==> src/rtl/mc_ctrl_pkg.sv <==
// Shared definitions for the multicycle control unit: opcodes, state
// encoding, datapath select codes and the decoded control word.
package mc_ctrl_pkg;

  localparam logic [5:0] OP_R    = 6'b000000;
  localparam logic [5:0] OP_LW   = 6'b100011;
  localparam logic [5:0] OP_SW   = 6'b101011;
  localparam logic [5:0] OP_BEQ  = 6'b000100;
  localparam logic [5:0] OP_J    = 6'b000010;
  localparam logic [5:0] OP_ADDI = 6'b001000;

  typedef enum logic [3:0] {
    S_FETCH     = 4'd0,
    S_DECODE    = 4'd1,
    S_MEM_ADDR  = 4'd2,
    S_MEM_READ  = 4'd3,
    S_MEM_WB    = 4'd4,
    S_MEM_WRITE = 4'd5,
    S_EXEC      = 4'd6,
    S_ALU_WB    = 4'd7,
    S_BRANCH    = 4'd8,
    S_JUMP      = 4'd9,
    S_ADDI_EXEC = 4'd10,
    S_ADDI_WB   = 4'd11,
    S_TRAP      = 4'd12
  } state_e;

  localparam logic [2:0] ALUOP_ADD   = 3'b000;
  localparam logic [2:0] ALUOP_SUB   = 3'b001;
  localparam logic [2:0] ALUOP_FUNCT = 3'b010;

  localparam logic [1:0] PCSRC_ALU    = 2'b00;
  localparam logic [1:0] PCSRC_ALUOUT = 2'b01;
  localparam logic [1:0] PCSRC_JUMP   = 2'b10;
  localparam logic [1:0] PCSRC_EXC    = 2'b11;

  localparam logic [1:0] SRCB_RT     = 2'b00;
  localparam logic [1:0] SRCB_FOUR   = 2'b01;
  localparam logic [1:0] SRCB_IMM    = 2'b10;
  localparam logic [1:0] SRCB_IMM_SH2 = 2'b11;

  typedef struct packed {
    logic       iord;
    logic       mem_read;
    logic       mem_write;
    logic       ir_write;
    logic       pc_write;
    logic [1:0] pc_src;
    logic       alu_src_a;
    logic [1:0] alu_src_b;
    logic [2:0] alu_op;
    logic       reg_dst;
    logic       mem_to_reg;
    logic       reg_write;
    logic       illegal_op;
    logic       instr_done;
  } ctrl_t;

endpackage

==> src/rtl/mc_ctrl_decode.sv <==
// Combinational state -> control word decode. Only mem_ready, zero and
// reset qualify individual bits; opcode-dependent information arrives
// pre-digested as nop_done_i.
module mc_ctrl_decode
  import mc_ctrl_pkg::*;
(
  input  state_e state_i,
  input  logic   mem_ready_i,
  input  logic   zero_i,
  input  logic   reset_i,
  input  logic   nop_done_i,
  output ctrl_t  ctrl_o
);

  // Moore decode per state, then force write enables off during reset
  always_comb begin
    ctrl_o = '0;
    case (state_i)
      S_FETCH: begin
        ctrl_o.mem_read  = 1'b1;
        ctrl_o.ir_write  = mem_ready_i;
        ctrl_o.pc_write  = mem_ready_i;
        ctrl_o.alu_src_b = SRCB_FOUR;
        ctrl_o.alu_op    = ALUOP_ADD;
        ctrl_o.pc_src    = PCSRC_ALU;
      end
      S_DECODE: begin
        ctrl_o.alu_src_b  = SRCB_IMM_SH2;
        ctrl_o.alu_op     = ALUOP_ADD;
        ctrl_o.instr_done = nop_done_i;
      end
      S_MEM_ADDR, S_ADDI_EXEC: begin
        ctrl_o.alu_src_a = 1'b1;
        ctrl_o.alu_src_b = SRCB_IMM;
        ctrl_o.alu_op    = ALUOP_ADD;
      end
      S_MEM_READ: begin
        ctrl_o.mem_read = 1'b1;
        ctrl_o.iord     = 1'b1;
      end
      S_MEM_WRITE: begin
        ctrl_o.mem_write  = 1'b1;
        ctrl_o.iord       = 1'b1;
        ctrl_o.instr_done = mem_ready_i;
      end
      S_MEM_WB: begin
        ctrl_o.reg_write  = 1'b1;
        ctrl_o.mem_to_reg = 1'b1;
        ctrl_o.instr_done = 1'b1;
      end
      S_EXEC: begin
        ctrl_o.alu_src_a = 1'b1;
        ctrl_o.alu_src_b = SRCB_RT;
        ctrl_o.alu_op    = ALUOP_FUNCT;
      end
      S_ALU_WB: begin
        ctrl_o.reg_write  = 1'b1;
        ctrl_o.reg_dst    = 1'b1;
        ctrl_o.instr_done = 1'b1;
      end
      S_ADDI_WB: begin
        ctrl_o.reg_write  = 1'b1;
        ctrl_o.instr_done = 1'b1;
      end
      S_BRANCH: begin
        ctrl_o.alu_src_a  = 1'b1;
        ctrl_o.alu_src_b  = SRCB_RT;
        ctrl_o.alu_op     = ALUOP_SUB;
        ctrl_o.pc_src     = PCSRC_ALUOUT;
        ctrl_o.pc_write   = zero_i;
        ctrl_o.instr_done = 1'b1;
      end
      S_JUMP: begin
        ctrl_o.pc_write   = 1'b1;
        ctrl_o.pc_src     = PCSRC_JUMP;
        ctrl_o.instr_done = 1'b1;
      end
      S_TRAP: begin
        ctrl_o.pc_write   = 1'b1;
        ctrl_o.pc_src     = PCSRC_EXC;
        ctrl_o.illegal_op = 1'b1;
        ctrl_o.instr_done = 1'b1;
      end
      default: ctrl_o = '0;
    endcase
    if (reset_i) begin
      ctrl_o.ir_write  = 1'b0;
      ctrl_o.pc_write  = 1'b0;
      ctrl_o.mem_write = 1'b0;
      ctrl_o.reg_write = 1'b0;
    end
  end

endmodule

==> src/rtl/multicycle_control_unit.sv <==
// Multicycle MIPS-subset control FSM: state register and next-state logic,
// with the control word produced by mc_ctrl_decode.
//
// Only path from op to an output: instr_done in DECODE when EXC_EN=0 and
// the opcode is unknown. op is driven by the instruction register, so this
// is register-to-output, not an input-to-output combinational path.
module multicycle_control_unit
  import mc_ctrl_pkg::*;
#(
  parameter int OP_W    = 6,
  parameter int ALUOP_W = 3,
  parameter bit EXC_EN  = 1'b1
) (
  input  logic               clk,
  input  logic               reset,
  input  logic [OP_W-1:0]    op,
  input  logic               mem_ready,
  input  logic               zero,
  output logic               IorD,
  output logic               MemRead,
  output logic               MemWrite,
  output logic               IRWrite,
  output logic               PCWrite,
  output logic [1:0]         PCSrc,
  output logic               ALUSrcA,
  output logic [1:0]         ALUSrcB,
  output logic [ALUOP_W-1:0] ALUOp,
  output logic               RegDst,
  output logic               MemToReg,
  output logic               RegWrite,
  output logic               illegal_op,
  output logic               instr_done,
  output logic [3:0]         state_o
);

  state_e state_q, state_d;
  ctrl_t  ctrl;
  logic   is_r, is_lw, is_sw, is_beq, is_j, is_addi, is_known;
  logic   nop_done;

  // Opcode classification, consumed only in DECODE and MEM_ADDR
  always_comb begin
    is_r     = (op == OP_W'(OP_R));
    is_lw    = (op == OP_W'(OP_LW));
    is_sw    = (op == OP_W'(OP_SW));
    is_beq   = (op == OP_W'(OP_BEQ));
    is_j     = (op == OP_W'(OP_J));
    is_addi  = (op == OP_W'(OP_ADDI));
    is_known = is_r | is_lw | is_sw | is_beq | is_j | is_addi;
    nop_done = (state_q == S_DECODE) && !is_known && !EXC_EN;
  end

  // State register, asynchronous reset into FETCH
  always_ff @(posedge clk or posedge reset) begin
    if (reset) state_q <= S_FETCH;
    else       state_q <= state_d;
  end

  // Next-state logic; unused encodings fall back to FETCH
  always_comb begin
    state_d = S_FETCH;
    case (state_q)
      S_FETCH:     state_d = mem_ready ? S_DECODE : S_FETCH;
      S_DECODE: begin
        if (is_lw || is_sw) state_d = S_MEM_ADDR;
        else if (is_r)      state_d = S_EXEC;
        else if (is_beq)    state_d = S_BRANCH;
        else if (is_j)      state_d = S_JUMP;
        else if (is_addi)   state_d = S_ADDI_EXEC;
        else if (EXC_EN)    state_d = S_TRAP;
        else                state_d = S_FETCH;
      end
      S_MEM_ADDR:  state_d = is_sw ? S_MEM_WRITE : S_MEM_READ;
      S_MEM_READ:  state_d = mem_ready ? S_MEM_WB : S_MEM_READ;
      S_MEM_WRITE: state_d = mem_ready ? S_FETCH : S_MEM_WRITE;
      S_EXEC:      state_d = S_ALU_WB;
      S_ADDI_EXEC: state_d = S_ADDI_WB;
      default:     state_d = S_FETCH;
    endcase
  end

  mc_ctrl_decode u_decode (
    .state_i     (state_q),
    .mem_ready_i (mem_ready),
    .zero_i      (zero),
    .reset_i     (reset),
    .nop_done_i  (nop_done),
    .ctrl_o      (ctrl)
  );

  assign IorD       = ctrl.iord;
  assign MemRead    = ctrl.mem_read;
  assign MemWrite   = ctrl.mem_write;
  assign IRWrite    = ctrl.ir_write;
  assign PCWrite    = ctrl.pc_write;
  assign PCSrc      = ctrl.pc_src;
  assign ALUSrcA    = ctrl.alu_src_a;
  assign ALUSrcB    = ctrl.alu_src_b;
  assign ALUOp      = ALUOP_W'(ctrl.alu_op);
  assign RegDst     = ctrl.reg_dst;
  assign MemToReg   = ctrl.mem_to_reg;
  assign RegWrite   = ctrl.reg_write;
  assign illegal_op = ctrl.illegal_op;
  assign instr_done = ctrl.instr_done;
  assign state_o    = state_q;

endmodule

==> config.mk <==
export PLATFORM = sky130hd
export DESIGN_NAME = multicycle_control_unit
export DESIGN_NICKNAME = d
export VERILOG_FILES = /design/src/rtl/mc_ctrl_pkg.sv /design/src/rtl/mc_ctrl_decode.sv /design/src/rtl/multicycle_control_unit.sv
export SDC_FILE = /design/constraint.sdc
export NUM_CORES = 1
export LEC_CHECK = 0
export CORE_MARGIN = 2
export CORE_UTILIZATION = 45
export DETAILED_ROUTE_END_ITERATION = 7
export DONT_BUFFER_PORTS = 1
export GPL_TIMING_DRIVEN = 0
export PLACE_DENSITY = 0.62
export SLEW_MARGIN = 15
export SYNTH_ARGS = -nofsm -noshare
export SYNTH_HDL_FRONTEND = slang
export SYNTH_SLANG_ARGS = --single-unit
==> constraint.sdc <==
create_clock -name clk -period 3.3 [get_ports clk]
set_input_delay 0.66 -clock clk [delete_from_list [all_inputs] [get_ports clk]]
set_output_delay 0.66 -clock clk [all_outputs]
set_load 0.02 [all_outputs]
After elaboration in Yosys (flattened, before gate mapping)
Cells that the tools add are included.
{"block": "totals", "output_inout_bits": 22, "ff_bits": 4, "in_bits": 10}
{"block": "classes", "muxes": 24, "n_reduce_logical": 9, "n_eq_ne": 17}
{"op": "$pmux 4 s7", "count": 1}
{"op": "$pmux 5 s5", "count": 1}
{"op": "$mux 3", "count": 7}
{"op": "$eq 4x4->1 const B", "count": 5}
{"op": "$eq 4x3->1 const B", "count": 4}
{"op": "$eq 6x6->1 const B", "count": 2}
{"op": "$pmux 3 s4", "count": 1}
{"op": "$mux 1", "count": 11}
{"op": "$eq 4x2->1 const B", "count": 2}
{"op": "$mux 4", "count": 2}
{"op": "$eq 6x2->1 const B", "count": 1}
{"op": "$eq 6x3->1 const B", "count": 1}
{"op": "$eq 6x4->1 const B", "count": 1}
{"op": "$logic_not 6->1", "count": 1}
{"op": "$reduce_or 2->1", "count": 3}
{"op": "$reduce_or 6->1", "count": 1}
{"op": "$eq 4x1->1 const B", "count": 1}
{"op": "$logic_not 4->1", "count": 1}
{"op": "$reduce_or 4->1", "count": 1}
{"op": "$reduce_or 3->1", "count": 1}
{"op": "$pmux 1 s2", "count": 1}
{"op": "$logic_or 1x1->1", "count": 1}

Longest topological paths before layout
Gate-level depths: netlist of the first run.
{"block": "logic_depth", "ltp_word": 7, "ltp_mapped": 5, "depth_no_buf": 4}

By module
From an unflattened synthesis of the first run, not the netlist that was laid out.
{"block": "hier_totals", "hier_cells": 91, "area_unflattened_um2": 635.6}
{"mod": "multicycle_control_unit", "n_inst": 1, "seq_area_each_um2": 100.1, "area_each_um2": 360.3, "cells_per_inst": 46}
{"mod": "mc_ctrl_decode", "n_inst": 1, "seq_area_each_um2": 0.0, "area_each_um2": 275.3, "cells_per_inst": 45}

Worst setup path before layout of the first run
Ideal clock, no wire load.
{"block": "synth_timing", "kind": "flip-flop to output port", "startpoint": "register state_q[0], in the netlist state_o[0]", "endpoint": "output MemRead", "t_arrival_ps": 1566, "path_slack_ps": 1074, "path_buffers": 2, "path_stages_with_launch": 5, "required_time_ps": 2640, "path_cell_list": "dfrtp_1 buf_6 buf_4 nor2_1 nor4_1"}
{"block": "synth_via", "elab_chain_len": 3}
{"item": "from (decl)", "line": "multicycle_control_unit.sv:36", "text": "state_e state_q, state_d;"}
{"item": "from (signal assigned)", "line": "multicycle_control_unit.sv:56", "text": "else state_q <= state_d;"}
{"item": "$eq 4x2->1 / $logic_not 4->1 (equally long branches)", "line": "mc_ctrl_decode.sv:18", "text": "case (state_i)"}
{"item": "$reduce_or 2->1 (no line) *"}
{"item": "$mux 1 *", "line": "mc_ctrl_decode.sv:18"}
{"item": "to (decl)", "line": "multicycle_control_unit.sv:20", "text": "output logic MemRead,"}
Mark *: on every way between the ends. The rest lies on a longest branch, timed or not.

Worst setup path after layout of the first run
Same ends and word-level chain as after synthesis.

==> results of run 1 <==
## cell type report
cell class / count / area (um2)
Clock buffer: 3 / 22.5
Sequential cell: 4 / 100
Buffer: 9 / 63.8
Inverter: 4 / 15.0
Tap cell: 15 / 18.8
Multi-Input combinational cell: 69 / 464
Fill cell: 137 / 633
## worst max-delay path, delay by kind of cell (launching register included)
| family | cells | cell delay [ns] |
|---|---|---|
| simple gates | 2 | 0.84 |
| buf+inv | 2 | 0.37 |
| flops | 1 | 0.50 |
## through the flow
step / hold slack (ns) / worst slack [ns]
after floorplan: 0.431 / 1.07
after global placement: 0.460 / 0.958
after detailed placement: 0.460 / 0.925
after CTS: 0.220 / 0.679
after global routing: 0.218 / 0.546
final: 0.221 / 0.691
## cells by family after synthesis
group	synth area share, %
xor+xnor	5.45
flops	15.6
compound gates	21.8
other cells	0.583
buf+inv	12.3
simple gates	42.8
mux	1.56
## cell usage in the layout, fill, tap and decap left out, drive strengths merged, types with 3 or more instances in the layout
| cell type | instances |
|---|---|
| a21oi | 4 |
| and3 | 4 |
| buf | 8 |
| clkbuf | 4 |
| dfrtp | 4 |
| inv | 4 |
| nand2 | 5 |
| nor2 | 10 |
| nor3 | 8 |
| nor3b | 3 |
| o21ai | 4 |
| xor2 | 3 |
## cells in the mapped netlist, types with 3 or more instances
master	instances
buf_4	3
nor3_2	3
buf_2	3
nor3_1	5
nor2_1	10
dfrtp_1	4
a21oi_1	4
nor3b_1	3
and3_1	4
nand2_1	5
xor2_1	3
## final timing paths
| check | end | slack [ns] | depth (start not counted) |
|---|---|---|---|
| setup / recovery | MemRead | 0.69 | 4 |
| hold / removal | state_o[2]$_DFF_PP0_ | 0.22 | 1 |
| setup reg to reg | state_o[1]$_DFF_PP0_ | 1.82 | 4 |
| hold reg to reg | state_o[0]$_DFF_PP0_ | 0.89 | 3 |
| max in group asynchronous | state_o[1]$_DFF_PP0_ | 2.91 | 1 |
| min in group clk | state_o[2]$_DFF_PP0_ | 0.61 | 2 |
## layer usage
layer / vias up / GRT usage (%) / wire (um)
met5: - / 0 / 0
met4: 0 / 3.87 / 0
met3: 0 / 4.78 / 71
met2: 19 / 30.9 / 738
met1: 299 / 25.1 / 741
li1: 324 / - / -
## where the power goes
part           leakage, nW  switching (mW)  internal [mW]  total (mW)
Sequential          0.0528          0.0435         0.0703       0.114
Clock               0.0138          0.0161         0.0404      0.0565
Combinational        0.219           0.373          0.189       0.562
==> impl_metrics.csv, run 1 <==
group,metric,value,unit
outcome,outcome,"complete, no violations",
worst_setup_path,worstPathArrival,1.95,ns
die,die_area,1750,um2
layout,largest_reg_flops,4,
global_route,first_global_vias,584,
synthesis,synth_edf_count,0,
sta,layout_min_cycle_time,2.61,ns
layout,stdcell_count,104,
die,num_rows,13,
route,wire_per_inst,14.9,um
layout,final_area,684,um2
worst_setup_path,cp-end-kind,"output port",
min_path,hold_class,"in2async",
clocking,cts_tree,"built",
clocking,cts.sinks,4,
synthesis,syn_area,643,um2
die,start_util,48.8,%
layout,nets,101,
route,antenna_left,0,
power_and_ir_drop,powerDensity,1070,nW/um2
synthesis,synth_top_cell_by_area,"dfrtp_1",
die,die_x,41.8,um
layout,antenna_cells,0,
clocking,cts_buffers,3,
power_and_ir_drop,vdd_drop_max,0.545,mV
global_route,antenna_found_initial,0,
layout,utilization,51.9,%
clocking,clkTransAtPathRegs,0.04,ns
placed_design,placed_area,662,um2
worst_setup_path,cp-start-kind,"flop",
clocking,clk-insertion-delay-late,0.23,ns
clocking,cts-resized-gates,0,
route,drc,0,
placed_design,dp.cells,101,
synthesis,synth_cells,86,
synthesis,async_flop_share,100,%
power_and_ir_drop,design_power_total,733,uW
route,totalWireLength,1550,um
sta,finalHoldViolCount,0,
sta,fmax,383,MHz
worst_setup_path,r2r-start,"state_o[3]$_DFF_PP0_",
sta,tns,0,ns
sta,setup-violations-final,0,
global_route,grt_max_degree,11,
synthesis,yosysSeqAreaShare,15.6,%
worst_setup_path,critPathMaxStageDelay,0.75,ns
global_route,track_usage,18.9,%
layout,drive_gt1_share,22.5,%
clocking,hold_buffers,0,
clocking,clockBufferDepth,2,
synthesis,yosys_warnings,0,
worst_setup_path,path_cells,"buf_6, buf_4, nor2_1, nor4_1",
global_route,grt.overflow.total,0,
route,first_iter_violations,17,
route,vias,642,
sta,tightest_slew,0.905,ns
synthesis,synth_cell_type_count,40,
power_and_ir_drop,p_leak,0.286,nW
clocking,htree_levels,1,
synthesis,yosysTopAreaCellShare,15.6,%
synthesis,syn_area_per_cell,7.48,um2
clocking,clock-root-buffer,"clkbuf_4",
sta,rsz0062_at_grt,"no",
synthesis,ys_top_cells_by_area,"dfrtp_1 (16%), nor2_1 (5.8%), nor3_2 (4.7%), xor2_1 (4.1%), and3_1 (3.9%)",
run,drv_cap,0,
placed_design,hpwl,1240,um
sta,relSlewSlack,39.1,%
worst_setup_path,cp_max_fo,10,
worst_setup_path,crit_type,"reg2out",
synthesis,ys_ff_latch,4,
placed_design,io_buffers,0,
clocking,post_cts_buffers,0,
synthesis,synth_flop_cell,"dfrtp_1",
die,io_pins,32,
die,die_h,41.8,um
worst_setup_path,slowest_stage,"nor4_1",
sta,finClkSkew,0.00271,ns
route,drt_first_pass_iters,4,
placed_design,place_congestion,0.796,
route,via_per_inst,6.17,
layout,syn2layout_area_growth,6.42,%
sta,fin_crit_sh,79.1,%
worst_setup_path,crit_required,2.64,ns
die,coreArea,1320,um2
worst_setup_path,startpoint,"state_o[0]$_DFF_PP0_",
sta,slew_violations,0,
global_route,grt_pass1_wl,2610,um
synthesis,synth_fp_nets,96,
No activity file was read; power rests on OpenSTA's default activity.
==> run 2, diff against run 1 <==
Settings changed: PLACE_DENSITY 0.62 to 0.64.
Clock period 3.3 ns to 2.3 ns, I/O delays scaled along.
==> impl_metrics.csv, run 2 (same netlist as run 1, synthesis figures left out) <==
group,metric,value,unit
layout,fillers,142,
sta,finClkSkew,0.000189,ns
worst_setup_path,cp_max_fo,10,
die,num_rows,13,
worst_setup_path,worstPathArrival,1.75,ns
power_and_ir_drop,vdd_drop_max,0.778,mV
route,totalWireLength,1690,um
route,first_iter_violations,19,
clocking,cts_tree,"built",
layout,layout_commonest_cell,"nor2_1",
sta,fmax,452,MHz
power_and_ir_drop,p_comb_share,78.0,%
worst_setup_path,startpoint,"state_o[2]$_DFF_PP0_",
placed_design,place_congestion,0.845,
clocking,clkTransAtPathRegs,0.04,ns
worst_setup_path,r2r-start,"state_o[0]$_DFF_PP0_",
sta,tns,0,ns
layout,syn2layout_area_growth,11.1,%
die,start_util,48.8,%
sta,setup-violations-final,0,
die,die_x,41.8,um
clocking,clockBufferDepth,2,
layout,nets,101,
clocking,cts.sinks,4,
layout,antenna_cells,0,
placed_design,hpwl,1260,um
power_and_ir_drop,p_switching,670,uW
route,vias,666,
global_route,antenna_found_initial,0,
route,antenna_left,0,
worst_setup_path,crit_type,"reg2out",
power_and_ir_drop,power.clock.fraction,7.4,%
sta,finalHoldViolCount,0,
sta,tightest_slew,0.660,ns
min_path,hold_class,"in2async",
die,coreArea,1320,um2
power_and_ir_drop,powerDensity,1580,nW/um2
layout,final_cell_mix,"nor2_1 (9), nand2_1 (5), nor3_1 (5)",
global_route,track_usage,20.2,%
sta,fin_crit_sh,96.2,%
sta,layout_min_cycle_time,2.21,ns
run,drv_cap,0,
die,io_pins,32,
clocking,htree_levels,1,
power_and_ir_drop,p_int,459,uW
power_and_ir_drop,swShare,59.3,%
die,die_area,1750,um2
clocking,clock-root-buffer,"clkbuf_4",
clocking,cts_buffers,3,
sta,setup_slack,0.0876,ns
route,via_per_inst,6.40,
clocking,post_cts_buffers,0,
global_route,grt_max_degree,11,
clocking,clk-insertion-delay-late,0.23,ns
sta,relSlewSlack,55.9,%
route,wire_per_inst,16.3,um
die,die_h,41.8,um
power_and_ir_drop,pwr-share-seq,14.6,%
layout,drive_gt1_share,27.0,%
worst_setup_path,cp-start-kind,"flop",
global_route,grt.overflow.total,0,
sta,slew_violations,0,
worst_setup_path,cp-end-kind,"output port",
global_route,first_global_vias,620,
placed_design,io_buffers,0,
route,drc,0,
outcome,outcome,"complete, no violations",
route,drt_first_pass_iters,4,
power_and_ir_drop,p_leak,0.292,nW
global_route,grt_pass1_wl,2780,um
placed_design,place_ws,0.142,ns
layout,largest_reg_flops,4,
worst_setup_path,crit_required,1.84,ns
==> run 2: area by class of cell <==
class	count	area (um2)	area share, %
well taps	15	18.8	2.63
inverters	4	15.0	2.10
multi-input cells	69	493	69.0
flip-flops and latches	4	100	14.0
plain buffers	9	65.1	9.11
clock buffers	3	22.5	3.15
==> run 2: path summary, 6_finish.rpt <==
check | to | slack [ns] | cells after the start
setup / recovery | PCSrc[1] | 0.09 | 4
hold / removal | state_o[1]$_DFF_PP0_ | 0.02 | 1
setup reg to reg | state_o[3]$_DFF_PP0_ | 0.78 | 5
hold reg to reg | state_o[1]$_DFF_PP0_ | 0.90 | 3
max in group asynchronous | state_o[0]$_DFF_PP0_ | 2.11 | 1
min in group clk | state_o[2]$_DFF_PP0_ | 0.41 | 2
==> run 2: repair_timing <==
action | CTS | global route
endpoints found under the hold margin | 0 | 0
setup endpoints to repair | 3 | 3
pin swaps | 0 | 1
hold buffers | 0 | 0
gates resized for setup | 0 | 7
==> run 2: critical path, stage by stage, from the launching register on <==
cell	delay, ns
dfrtp_1	0.50
buf_6	0.19
buf_2	0.25
xnor2_1	0.09
nor3_1	0.48
==> run 2: power groups by stage <==
stage / clock [mW] / sequential (mW) / combinational [mW]
5_1_grt: 0.0945 / 0.169 / 0.960
6_report: 0.0840 / 0.164 / 0.880
3_3_place_gp: 0 / 0.165 / 0.804
2_1_floorplan: 0 / 0.159 / 0.703
3_5_place_dp: 0 / 0.166 / 0.811
4_1_cts: 0.0869 / 0.165 / 0.813
==> run 2: layer usage <==
layer	vias to the layer above	share of wire [%]	global-route usage, %
li1	324	-	-
met1	303	44	28.6
met2	37	48	30.9
met3	2	7.6	3.91
met4	0	0.71	5.81
met5	-	0	0
==> run 2: through the flow <==
stage	hold slack, ns	std cells	utilization, %	area (um2)	power (mW)
after CTS	0.0192	104	51.9	684	1.06
after floorplan	0.231	86	-	643	0.862
after detailed placement	0.262	101	50.2	662	0.976
final	0.0209	104	54.2	714	1.13
after global placement	0.260	101	50.2	662	0.969
after global routing	0.0294	104	54.2	714	1.22
==> run 3, diff against run 2 <==
Settings changed: CELL_PAD_IN_SITES_DETAIL_PLACEMENT from default to 1, CELL_PAD_IN_SITES_GLOBAL_PLACEMENT from default to 1, CORE_UTILIZATION 45 to 37, PLACE_DENSITY 0.64 to 0.74.
==> impl_metrics.csv, run 3 (same netlist as run 1, synthesis figures left out) <==
group,metric,value,unit
placed_design,placed_area,664,um2
power_and_ir_drop,p_leak,0.289,nW
worst_setup_path,cp_max_fo,9,
worst_setup_path,cp-end-kind,"output port",
global_route,grt_max_degree,11,
sta,finClkSkew,0.00177,ns
power_and_ir_drop,swShare,59.8,%
clocking,cts_buffers,3,
layout,final_area,708,um2
sta,setup_slack,0.0914,ns
sta,tightest_slew,0.678,ns
sta,layout_min_cycle_time,2.21,ns
die,die_h,45.7,um
sta,fmax,453,MHz
power_and_ir_drop,p_int,447,uW
sta,tns,0,ns
min_path,hold_class,"in2async",
route,wire_per_inst,17.1,um
die,die_area,2090,um2
clocking,clk-insertion-delay-late,0.23,ns
global_route,antenna_found_initial,0,
clocking,post_cts_buffers,0,
sta,relSlewSlack,54.7,%
route,drt_first_pass_iters,4,
sta,fin_crit_sh,96.0,%
layout,final_cell_mix,"nor2_1 (9), nand2_1 (5), nor3_1 (5)",
worst_setup_path,cp-start-kind,"flop",
global_route,grt.overflow.total,0,
worst_setup_path,critPathMaxStageDelay,0.61,ns
power_and_ir_drop,vdd_drop_max,0.636,mV
clocking,clockBufferDepth,2,
placed_design,dp.cells,103,
route,drc,0,
global_route,first_global_vias,602,
clocking,htree_levels,1,
power_and_ir_drop,pwr-share-seq,14.9,%
placed_design,hpwl,1410,um
sta,slew_violations,0,
layout,antenna_cells,0,
layout,stdcell_count,106,
clocking,clock-root-buffer,"clkbuf_4",
worst_setup_path,crit_required,1.84,ns
route,vias,672,
layout,largest_reg_flops,4,
worst_setup_path,path_cells,"buf_2, nand2b_1, nor3b_1",
layout,syn2layout_area_growth,10.1,%
die,num_rows,15,
worst_setup_path,crit_type,"reg2out",
global_route,busiest_layer,"met2",
sta,finalHoldViolCount,0,
layout,fillers,227,
run,drv_cap,0,
power_and_ir_drop,p_switching,666,uW
route,first_iter_violations,3,
clocking,clkTransAtPathRegs,0.04,ns
power_and_ir_drop,power.clock.fraction,7.6,%
die,die_x,45.7,um
die,io_pins,32,
global_route,grt_use_met2,30.7,%
die,coreArea,1670,um2
outcome,outcome,"complete, no violations",
power_and_ir_drop,powerDensity,1570,nW/um2
sta,rsz0062_at_grt,"yes",
layout,nets,101,
route,antenna_left,0,
worst_setup_path,worstPathArrival,1.75,ns
clocking,cts.sinks,4,
sta,setup-violations-final,0,
route,totalWireLength,1810,um
placed_design,place_congestion,0.824,
route,via_per_inst,6.34,
global_route,grt_use_met3,2.78,%
global_route,use_met1,26.3,%
layout,layout_commonest_cell,"nor2_1",
worst_setup_path,reg2reg_slack,0.83,ns
global_route,grt_pass1_wl,2890,um
power_and_ir_drop,p_comb_share,77.6,%
placed_design,place_ws,0.100,ns
clocking,cts_tree,"built",
clocking,hold_buffers,0,
global_route,track_usage,18.3,%
die,start_util,38.5,%
placed_design,io_buffers,0,
layout,drive_gt1_share,27.0,%
worst_setup_path,slowest_stage,"nor3b_1",
[run 3: worst max-delay path, delay by kind of cell (launching register included)]
kind / cells / cell delay (ns)
buffers and inverters: 1 / 0.22
DFF: 1 / 0.45
and+or+nand+nor: 2 / 0.85
[run 3: stage by stage]
stage          power, mW  util, %  hold WS (ns)
2_1_floorplan      0.862        -         0.231
3_3_place_gp       0.980     39.8         0.250
3_5_place_dp       0.996     39.8         0.257
4_1_cts             1.09     41.1        0.0103
5_1_grt             1.19     42.4        0.0129
6_report            1.11     42.4        0.0116
[run 3: repair_timing]
item                                    4_1_cts  5_1_grt
pin swaps                                     0        1
gates resized for setup                       0        6
endpoints found under the setup margin        3        3
cloned                                        0        0
[run 3: final timing paths]
path,startpoint,to,depth (start not counted)
max,state_o[3]$_DFF_PP0_,MemWrite,3
min,reset,state_o[0]$_DFF_PP0_,1
max reg2reg,state_o[0]$_DFF_PP0_,state_o[2]$_DFF_PP0_,5
min reg2reg,state_o[0]$_DFF_PP0_,state_o[1]$_DFF_PP0_,3
max in group asynchronous,reset,state_o[3]$_DFF_PP0_,1
min in group clk,op[3],state_o[2]$_DFF_PP0_,2
[run 3: layout make-up]
type / count / area, um2 / share of cell area (%)
well taps: 17 / 21.3 / 3.00
multi-input cells: 69 / 484 / 68.4
inverters: 4 / 15.0 / 2.12
clock buffers: 3 / 22.5 / 3.18
plain buffers: 9 / 65.1 / 9.19
flip-flops and latches: 4 / 100 / 14.1
[run 3: routing by layer]
layer	vias to the layer above	share of wire [%]	wire length (um)
met3	0	4.2	76
li1	325	-	-
met4	0	0	0
met2	21	49	885
met5	-	0	0
met1	326	47	848
[run 3: power groups by stage]
stage	clock network [mW]	logic [mW]	registers [mW]
CTS	0.0883	0.833	0.166
finish	0.0840	0.863	0.166
global placement	0	0.816	0.165
global route	0.0920	0.928	0.169
detailed placement	0	0.831	0.166
floorplan	0	0.703	0.159
